`src/rtl/bcd_time_of_day.sv`:
```
// 24-hour BCD HH:MM:SS counter with a 1 s prescaler and a validated HH:MM load.
// Optional build macro FAST_TICK_EN: no prescaler, and every run cycle is a 1 s step.
module bcd_time_of_day #(
  parameter int CLK_PER_SEC = 50_000_000
) (
  input  logic       clk,
  input  logic       reset_n,
  input  logic       run,
  input  logic       set_valid,
  input  logic [3:0] set_hMSD,
  input  logic [3:0] set_hLSD,
  input  logic [3:0] set_mMSD,
  input  logic [3:0] set_mLSD,
  output logic [3:0] hMSD,
  output logic [3:0] hLSD,
  output logic [3:0] mMSD,
  output logic [3:0] mLSD,
  output logic [3:0] sMSD,
  output logic [3:0] sLSD,
  output logic       sec_tick,
  output logic       hour_tick,
  output logic       set_err
);

  logic       set_ok;
  logic       set_load;
  logic       step;
  logic       rollover;
  logic [3:0] nxt_hMSD, nxt_hLSD, nxt_mMSD, nxt_mLSD, nxt_sMSD, nxt_sLSD;

  // Hours 20-23 are the only legal values with a tens digit of 2.
  always_comb begin
    set_ok = (set_hMSD <= 4'd2) && (set_hLSD <= 4'd9) &&
             ((set_hMSD != 4'd2) || (set_hLSD <= 4'd3)) &&
             (set_mMSD <= 4'd5) && (set_mLSD <= 4'd9);
  end

  assign set_load = set_valid && set_ok;

`ifdef FAST_TICK_EN
  assign step = run;
`else
  localparam int PW = (CLK_PER_SEC > 2) ? $clog2(CLK_PER_SEC) : 1;
  localparam logic [PW-1:0] LAST = PW'(CLK_PER_SEC - 1);

  logic [PW-1:0] presc;

  assign step = run && (presc == LAST);

  // A valid load restarts the second; run=0 freezes the count mid-second.
  always_ff @(posedge clk or negedge reset_n) begin
    if (!reset_n) begin
      presc <= '0;
    end else if (set_load) begin
      presc <= '0;
    end else if (run) begin
      if (presc == LAST) begin
        presc <= '0;
      end else begin
        presc <= presc + 1'b1;
      end
    end
  end
`endif

  assign rollover = (sLSD == 4'd9) && (sMSD == 4'd5) &&
                    (mLSD == 4'd9) && (mMSD == 4'd5);

  // Full ripple carry from seconds through hours, resolved in one cycle.
  always_comb begin
    nxt_hMSD = hMSD;
    nxt_hLSD = hLSD;
    nxt_mMSD = mMSD;
    nxt_mLSD = mLSD;
    nxt_sMSD = sMSD;
    nxt_sLSD = sLSD;
    if (sLSD != 4'd9) begin
      nxt_sLSD = sLSD + 4'd1;
    end else begin
      nxt_sLSD = 4'd0;
      if (sMSD != 4'd5) begin
        nxt_sMSD = sMSD + 4'd1;
      end else begin
        nxt_sMSD = 4'd0;
        if (mLSD != 4'd9) begin
          nxt_mLSD = mLSD + 4'd1;
        end else begin
          nxt_mLSD = 4'd0;
          if (mMSD != 4'd5) begin
            nxt_mMSD = mMSD + 4'd1;
          end else begin
            nxt_mMSD = 4'd0;
            if ((hMSD == 4'd2) && (hLSD == 4'd3)) begin
              nxt_hMSD = 4'd0;
              nxt_hLSD = 4'd0;
            end else if (hLSD == 4'd9) begin
              nxt_hMSD = hMSD + 4'd1;
              nxt_hLSD = 4'd0;
            end else begin
              nxt_hLSD = hLSD + 4'd1;
            end
          end
        end
      end
    end
  end

  // A valid load wins over a coincident step, so that second is dropped.
  always_ff @(posedge clk or negedge reset_n) begin
    if (!reset_n) begin
      hMSD      <= 4'd0;
      hLSD      <= 4'd0;
      mMSD      <= 4'd0;
      mLSD      <= 4'd0;
      sMSD      <= 4'd0;
      sLSD      <= 4'd0;
      sec_tick  <= 1'b0;
      hour_tick <= 1'b0;
      set_err   <= 1'b0;
    end else if (set_load) begin
      hMSD      <= set_hMSD;
      hLSD      <= set_hLSD;
      mMSD      <= set_mMSD;
      mLSD      <= set_mLSD;
      sMSD      <= 4'd0;
      sLSD      <= 4'd0;
      sec_tick  <= 1'b0;
      hour_tick <= 1'b0;
      set_err   <= 1'b0;
    end else begin
      set_err   <= set_valid;
      sec_tick  <= step;
      hour_tick <= step && rollover;
      if (step) begin
        hMSD <= nxt_hMSD;
        hLSD <= nxt_hLSD;
        mMSD <= nxt_mMSD;
        mLSD <= nxt_mLSD;
        sMSD <= nxt_sMSD;
        sLSD <= nxt_sLSD;
      end
    end
  end

endmodule

```
`config.mk`:
```
export PLATFORM = sky130hd
export DESIGN_NAME = bcd_time_of_day
export DESIGN_NICKNAME = d
export VERILOG_FILES = /design/src/rtl/bcd_time_of_day.sv
export SDC_FILE = /design/constraint.sdc
export NUM_CORES = 1
export LEC_CHECK = 0
export ABC_AREA = 1
export BUFFER_PORTS_ARGS = -buffer_cell sky130_fd_sc_hd__clkbuf_2
export CAP_MARGIN = 40
export CORE_UTILIZATION = 27
export CTS_CLUSTER_DIAMETER = 120
export DETAILED_ROUTE_END_ITERATION = 16
export GPL_TIMING_DRIVEN = 0
export HOLD_SLACK_MARGIN = 0.12
export SETUP_SLACK_MARGIN = 0.02
export SLEW_MARGIN = 30
export SYNTH_ARGS = -nofsm -noshare
export SYNTH_HDL_FRONTEND = slang
export SYNTH_SLANG_ARGS = --single-unit
```
`constraint.sdc`:
```
create_clock -name clk -period 2.35 [get_ports clk]
set_input_delay 0.1175 -clock clk [delete_from_list [all_inputs] [get_ports clk]]
set_output_delay 0.1175 -clock clk [all_outputs]
set_load 0.05 [all_outputs]
```
* Word level (Yosys, flattened, before mapping) *
Cells that the tools add are included.

storage, ports and cells
  flip-flop bits (word level) = 53
  input bits = 20

operators by class
  eq/ne operators = 17
  reduce and logical (&&, ||, !) cells = 20
  order comparisons = 5
  $add $sub $neg = 7
  muxes and demuxes = 40

operator list
  kind                     number
  $mux W4                  34
  $mux W26                 3
  $add A26 B1 Y26 const B  1
  $eq A26 B26 Y1 const B   1
  $add A4 B1 Y4 const B    6
  $eq A4 B4 Y1 const B     3
  $logic_and A1 B1 Y1      11
  $eq A4 B2 Y1 const B     2
  $eq A4 B3 Y1 const B     2
  $le A4 B2 Y1 const B     2
  $le A4 B4 Y1 const B     2
  $ne A2 B2 Y1 const B     4
  $ne A4 B3 Y1 const B     2
  $ne A4 B4 Y1 const B     2
  $reduce_and A6 Y1        1
  $reduce_and A5 Y1        1
  $le A4 B3 Y1 const B     1
  $ne A4 B2 Y1 const B     1
  $reduce_and A4 Y1        1
  $reduce_bool A2 Y1       2
  $mux W1                  3
  $reduce_and A3 Y1        1
  $reduce_bool A3 Y1       1
  $reduce_and A2 Y1        1
  $logic_or A1 B1 Y1       1

* Depth between registers and ports, before layout *
Gate-level depths: netlist (run 1).

  depth in word-level cells = 9
  depth in mapped cells = 11

* Worst setup path before layout (run 1) *
Ideal clock, no wire load.

  path kind = reg-to-reg
  from = register hLSD[0]
  to = register hMSD[0]
  data required time = 2.284 ns
  buffers on the path = 0
  slack = 0.481 ns
  setup time = 0.066 ns
  clock period less this slack = 1.869 ns
  stages on the path, launching flop included = 10
  arrival time = 1.803 ns
  cells stage by stage = dfrtp_1 ha_1 nand2_1 nor3_1 nand3_1 nand3_1 nand2_1 nor2_2 nand3_1 nand2_1

on the way
  word-level cells in the longest chain between the ends = 9

RTL lines
  what                    RTL line  source
  from (decl)             15        output logic [3:0] hLSD,
  from (signal assigned)  122       hLSD <= set_hLSD;
  from (signal assigned)  136       hLSD <= nxt_hLSD;
  $eq A4 B2 Y1            93        if ((hMSD == 4'd2) && (hLSD == 4'd3)) begin
  $logic_and A1 B1 Y1     93
  $mux W4                 93
  $mux W4                 89        if (mMSD != 4'd5) begin
  $mux W4                 85        if (mLSD != 4'd9) begin
  $mux W4                 81        if (sMSD != 4'd5) begin
  $mux W4                 77        if (sLSD != 4'd9) begin
  $mux W4                 134       if (step) begin
  $mux W4                 120       end else if (set_load) begin
  to (signal assigned)    121       hMSD <= set_hMSD;
  to (signal assigned)    135       hMSD <= nxt_hMSD;
  to (decl)               14        output logic [3:0] hMSD,

Several ways; a longest one is shown, not always the timed one. The select of a mux whose other input is x is not followed.
A chain may end at the register's enable or synchronous reset.

* Worst setup path after layout (run 1) *
  from = register presc[0]
  to = register hMSD[3]

on the way
  word-level cells in the longest chain between the ends = 4

RTL lines
  what                                 RTL line  source
  from (decl)                          46        logic [PW-1:0] presc;
  from (signal assigned)               60        presc <= presc + 1'b1;
  $eq A26 B26 Y1                       48        assign step = run && (presc == LAST);
  $logic_and A1 B1 Y1                  48
  $reduce_bool A2 Y1 (no source line)  n/a
  $reduce_and A6 Y1 (no source line)   n/a

Every way passes these cells.

==> results.ini, run 1 <==
[grt]
grt_pass1_vias=3364
grt_use_total_pct=13.9
grtUsageMet1_pct=18.3
grt_pass1_wl_mm=16.0
use_met2_pct=23.7
globalRouteOverflowTotal=0
grtUsageMet3_pct=2.23
antenna_found_initial=0
grt_max_degree=54
gr-max-usage-layer=met2

[clock_network]
path_clk_slew_ns=0.07
cts_max_level=2
cts_sinks=53
cts_root_buffer=clkbuf_16
clkLatencyLatePin_ns=0.29
tritoncts=built
numCtsBuffers=5
post_cts_buffers=0
clockBufferDepth=2

[critical_path]
end_kind=flop
crit_path_start_kind=flop
crit_required_ns=2.53
path_max_fanout=10
crit_type=reg -> reg
arrival_ns=2.15

[power_and_ir_drop]
intPower_w=0.00155
vdd_drop_max_mv=0.277
p_leak_nw=2.05
p_total_w=0.00228
clockPowerShare_pct=32.1
switchingPower_w=0.000734
p_per_area_nw_per_um2=539
seq_power_share_pct=48.5
switching_share_pct=32.2
p_comb_share_pct=19.3

[timing]
relSlewSlack_pct=63.4
worst_pin_slew_ns=0.548
whs_ns=0.150
fin_skew_ns=0.00399
hold_violations=0
tns_ns=0
drv_slew=0
setup_viol=0
fmax_ghz=0.508
period_minus_slack_ns=1.97
timing.final.crit_share_pct=83.8
rsz0062_at_grt=false

[synthesis]
yosysWarnings=0
ys_async_sr_fraction_pct=100
syn-num-nets=527
synth_area_leaders=dfrtp_1, nand2_1, inv_1
synth_edf_count=0
synth-seq-cells=53
netlist_area_sq_um=3610
synth_seq_area_share_pct=36.8
netlist_instances=498
synth.distinct_cells=38
synth_area_per_cell_sq_um=7.24
synth_ff_type=dfrtp_1
netlist.area_leader.share_pct=36.8
synth_top_cell_by_area=dfrtp_1

[drt]
drt_iter0_markers=154
routed_wl_mm=9.00
drc=0
antenna_left=0
drt-wirelength-per-cell_microns=12.4
vias=3385
via_per_inst=4.67
drt_pass1_iterations=4

[floorplanning]
floorplan.rows=41
start_util_pct=28.1
dieHeight_microns=118
ios=47
core_area_sq_um=12800
dieArea_sq_um=13800
die_x_microns=118

[placed_design]
hpwl_mm=6.95
io_buffers=45
place_congestion=0.866
dpl_cell_area_sq_um=4050

[cells_and_area]
diodes=0
fin_util_pct=33.0
fin_nets=582
fillCellCount=1386
drive_gt1_share_pct=16.3
area_growth_syn_to_layout_pct=17.3
final_cell_mix=nand2_1, inv_1, nor2_1, dfrtp_1, clkbuf_2
mostFrequentLayoutCell=nand2_1
final_area_sq_um=4230

[hold_path]
hold_path_class=in -> reg

[flow_run]
max_cap_viol_count=0

[outcome]
status=completed

==> cells by family after synthesis <==
group | Yosys count | synth area share, %
simple gates | 287 | 37.8
compound gates | 56 | 8.74
xor+xnor | 22 | 5.34
fa+ha+maj | 9 | 3.12
buf+inv | 71 | 8.25
flops | 53 | 36.8
==> state kept, by name, indices dropped and copies added, names as in the netlist <==
signal     cells
mLSD           4
hMSD           4
sec_tick       1
presc         26
set_err        1
mMSD           4
hour_tick      1
sLSD           4
sMSD           4
hLSD           4
==> cell usage after synthesis, drive strengths merged, types with 2 or more instances <==
master	n
a21oi	8
buf	7
dfrtp	53
ha	9
inv	62
nand2	148
nand3	46
nand3b	4
nand4	12
nor2	60
nor3	9
nor4	2
o211ai	2
o21ai	38
o22ai	3
o31ai	4
or2	4
xnor2	4
xor2	18
==> per-stage QoR <==
stage	setup slack (ns)	cells
finish	0.381	725
global route	0.225	725
CTS	0.354	724
detailed placement	0.368	715
global placement	0.415	715
floorplan	0.481	498
==> metal layers <==
layer | routed length, microns | share of wire [%] | vias to the layer above
met5 | 0 | 0 | -
met4 | 131 | 1.5 | 0
met2 | 4240 | 47 | 93
li1 | - | - | 1710
met3 | 417 | 4.6 | 15
met1 | 4200 | 47 | 1567
==> repair_timing <==
item                      4_1_cts  5_1_grt
hold buffers                    2        0
gates resized for setup         0        0
hold endpoints to repair       54        0
==> critical path: stages (launching register included) <==
cell and delay (ns):
dfrtp_1 0.39, ha_1 0.27, nand2_2 0.11, nor2_4 0.19
nand2_4 0.09, nor2_4 0.14, nand3_4 0.12, nand2_4 0.15
buf_8 0.16, nand4_4 0.09, nand2_1 0.08, nand2_1 0.05
==> final cells by class <==
class,count,area [sq um],share of cell area (%)
clock inverters,2,16.3,0.384
plain buffers,8,60.1,1.42
well taps,172,215,5.09
multi-input cells,374,1980,46.9
clock buffers,5,125,2.96
repair buffers,48,268,6.33
flip-flops and latches,53,1330,31.3
inverters,63,238,5.62
==> final timing paths <==
kind	start	to	slack, ns	cells after the start
worst max-delay path	presc[0]$_DFFE_PN0P_	hMSD[3]$_DFFE_PN0P_	0.38	11
worst min-delay path	set_mMSD[0]	mMSD[0]$_DFFE_PN0P_	0.15	3
worst max register to register	presc[0]$_DFFE_PN0P_	hMSD[3]$_DFFE_PN0P_	0.38	11
worst min register to register	presc[1]$_DFFE_PN0P_	presc[1]$_DFFE_PN0P_	0.52	2
max in group asynchronous	reset_n	presc[24]$_DFFE_PN0P_	1.65	3
min in group asynchronous	reset_n	presc[11]$_DFFE_PN0P_	0.23	2
==> power groups by stage <==
stage	Clock, W	Combinational (W)	Sequential, W
4_1_cts	0.000751	0.000443	0.00111
2_1_floorplan	0	0.000275	0.00115
5_1_grt	0.000784	0.000505	0.00112
3_3_place_gp	0	0.000426	0.00112
3_5_place_dp	0	0.000438	0.00112
6_report	0.000732	0.000441	0.00111
Power figures use the tool's default switching activity.
==> run 2: changes to the inputs <==
==> constraint.sdc (replaced) <==
create_clock -name clk -period 1.8 [get_ports clk]
set_input_delay 0.09 -clock clk [delete_from_list [all_inputs] [get_ports clk]]
set_output_delay 0.09 -clock clk [all_outputs]
set_load 0.05 [all_outputs]
==> results.ini, run 2 (same netlist as run 1, synthesis figures left out) <==
[outcome]
status=completed

[cells_and_area]
fin_util_pct=35.2  ; +2.2 points
register_area_sq_um=1340  ; +1.1%
final_cell_mix=nand2_1, inv_1, nor2_1
largest_reg_flops=26  ; unchanged
instances_no_fill=749  ; +3.3%
fin_nets=605  ; +4.0%
area_growth_syn_to_layout_pct=25.1
mostFrequentLayoutCell=nand2_1
final_area_sq_um=4510  ; +6.7%
top_register=presc
multiInputGateArea_sq_um=2040  ; +2.8%
drive_gt1_share_pct=23.4  ; +7.1 points
fillCellCount=1379  ; -0.51%
diodes=0  ; unchanged

[drt]
drt_iter0_markers=160  ; +3.9%
drt_pass1_iterations=5  ; +1
via_per_inst=4.72  ; +1.1%
antenna_left=0  ; unchanged
drc=0  ; unchanged
drt-wirelength-per-cell_microns=12.6  ; +1.9%
routed_wl_mm=9.47  ; +5.2%
vias=3535  ; +4.4%

[critical_path]
crit_required_ns=1.98  ; -0.55 ns
critPathSlowestCell=dfrtp_1
path_max_fanout=9  ; -1
slowest_delay_ns=0.40  ; about the same
critPathTopFamily=simple AND/OR/NAND/NOR gates
end_kind=flop
path_cells=ha_4, nand2_2, nor2_4, nand2_4, nor2_4, nand3_4, nand2_8, inv_1, o21ai_1, a21oi_1
crit_path_start_kind=flop
reg2reg_depth=10  ; -1
r2r_slack_ns=0.12  ; -0.26 ns
path_common_cell=nor2_4
crit_type=reg -> reg
r2r_end=presc[14]$_DFFE_PN0P_
arrival_ns=1.86  ; -0.29 ns
worstReg2RegStart=presc[1]$_DFFE_PN0P_
critPathBufInv=1  ; unchanged

[placed_design]
dpl.cell_count=715  ; unchanged
dpl_cell_area_sq_um=4050  ; about the same
hpwl_mm=6.96  ; about the same
io_buffers=45  ; unchanged
place_congestion=0.861  ; -0.54%

[grt]
grt_use_total_pct=14.2  ; +0.30 points
globalRouteOverflowTotal=0  ; unchanged
grt_pass1_vias=3330  ; -1.0%
antenna_found_initial=0  ; unchanged
grt_max_degree=54  ; unchanged
grt_pass1_wl_mm=16.2  ; +0.77%

[clock_network]
tritoncts=built
cts_max_level=2  ; unchanged
cts_root_buffer=clkbuf_16
clockBufferDepth=2  ; unchanged
path_clk_slew_ns=0.07  ; about the same
numCtsBuffers=5  ; unchanged
clkLatencyLatePin_ns=0.30  ; about the same
cts_sinks=53  ; unchanged

[flow_run]
max_cap_viol_count=0  ; unchanged

[floorplanning]
dieHeight_microns=118  ; unchanged
die_x_microns=118  ; unchanged
start_util_pct=28.1  ; unchanged
ios=47  ; unchanged
floorplan.rows=41  ; unchanged
core_area_sq_um=12800  ; unchanged
dieArea_sq_um=13800  ; unchanged

[timing]
fin_skew_ns=0.00654  ; +0.00255 ns
drv_slew=0  ; unchanged
period_minus_slack_ns=1.68  ; -0.287 ns
worst_pin_slew_ns=0.555  ; +0.00601 ns
rsz0062_at_grt=true
fmax_ghz=0.595  ; +17%
setup_viol=0  ; unchanged
hold_violations=0  ; unchanged
timing.final.crit_share_pct=93.4  ; +9.6 points
relSlewSlack_pct=63.0  ; -0.40 points

[hold_path]
min_from=set_mMSD[0]
hold_path_class=in -> reg
min_to=mMSD[0]$_DFFE_PN0P_
holdPathStages=3  ; unchanged

[power_and_ir_drop]
vdd_drop_max_mv=0.538  ; +94%
p_per_area_nw_per_um2=705  ; +31%
p_leak_nw=2.17  ; +5.8%

run 2: timing repair:
item,4_1_cts,5_1_grt
pin swaps,3,9
endpoints found under the hold margin,55,0
hold buffers,3,0
gates cloned,0,0
endpoints found under the setup margin,40,32
resized for setup,3,21
setup buffers,5,17
run 2: worst max path at each step:
stage	startpoint	endpoint	slack, ns	cells after the start
floorplan	sLSD[0]$_DFFE_PN0P_	hour_tick$_DFF_PN0_	0.03	6
global placement	presc[0]$_DFFE_PN0P_	hMSD[3]$_DFFE_PN0P_	-0.13	11
detailed placement	presc[0]$_DFFE_PN0P_	hMSD[3]$_DFFE_PN0P_	-0.19	11
CTS	presc[0]$_DFFE_PN0P_	hMSD[3]$_DFFE_PN0P_	0.02	11
global route	presc[15]$_DFFE_PN0P_	presc[14]$_DFFE_PN0P_	0.007	9
finish	presc[1]$_DFFE_PN0P_	presc[14]$_DFFE_PN0P_	0.12	10
run 2: worst min-delay path, stage by stage:
cell and delay, ns:
clkbuf_2 0.07, o21ai_0 0.07, o21ai_1 0.14
run 2: metrics by stage:
step,worst slack (ns),power (W),hold WS (ns),setup TNS (ns)
after detailed placement,-0.194,0.00204,0.234,-3.64
after floorplan,0.0334,0.00186,-0.206,0
after CTS,0.0226,0.00314,0.126,0
after global routing,0.00729,0.00337,0.127,0
final,0.118,0.00318,0.115,0
after global placement,-0.135,0.00202,0.323,-1.83
run 2: report_power, final:
part / total, W / switching [W] / internal (W)
logic: 0.000702 / 0.000416 / 0.000286
clock network: 0.00103 / 0.000465 / 0.000563
registers: 0.00145 / 0.000141 / 0.00131
total: 0.00318 / 0.00102 / 0.00216
run 2: cell type report:
class                           instances  area share (%)
Clock buffer                            6            3.08
Multi-Input combinational cell        374            45.2
Timing Repair Buffer                   71            10.2
Sequential cell                        53            29.7
Inverter                               63            5.27
Clock inverter                          2           0.388
Tap cell                              172            4.77
Buffer                                  8            1.44
run 2: per-layer routing:
| metal | track usage, % | part of all wire [%] |
|---|---|---|
| met4 | 4.81 | 2.0 |
| met3 | 2.33 | 6.1 |
| met5 | 0 | 0 |
| met2 | 24.8 | 48 |
| met1 | 17.7 | 44 |
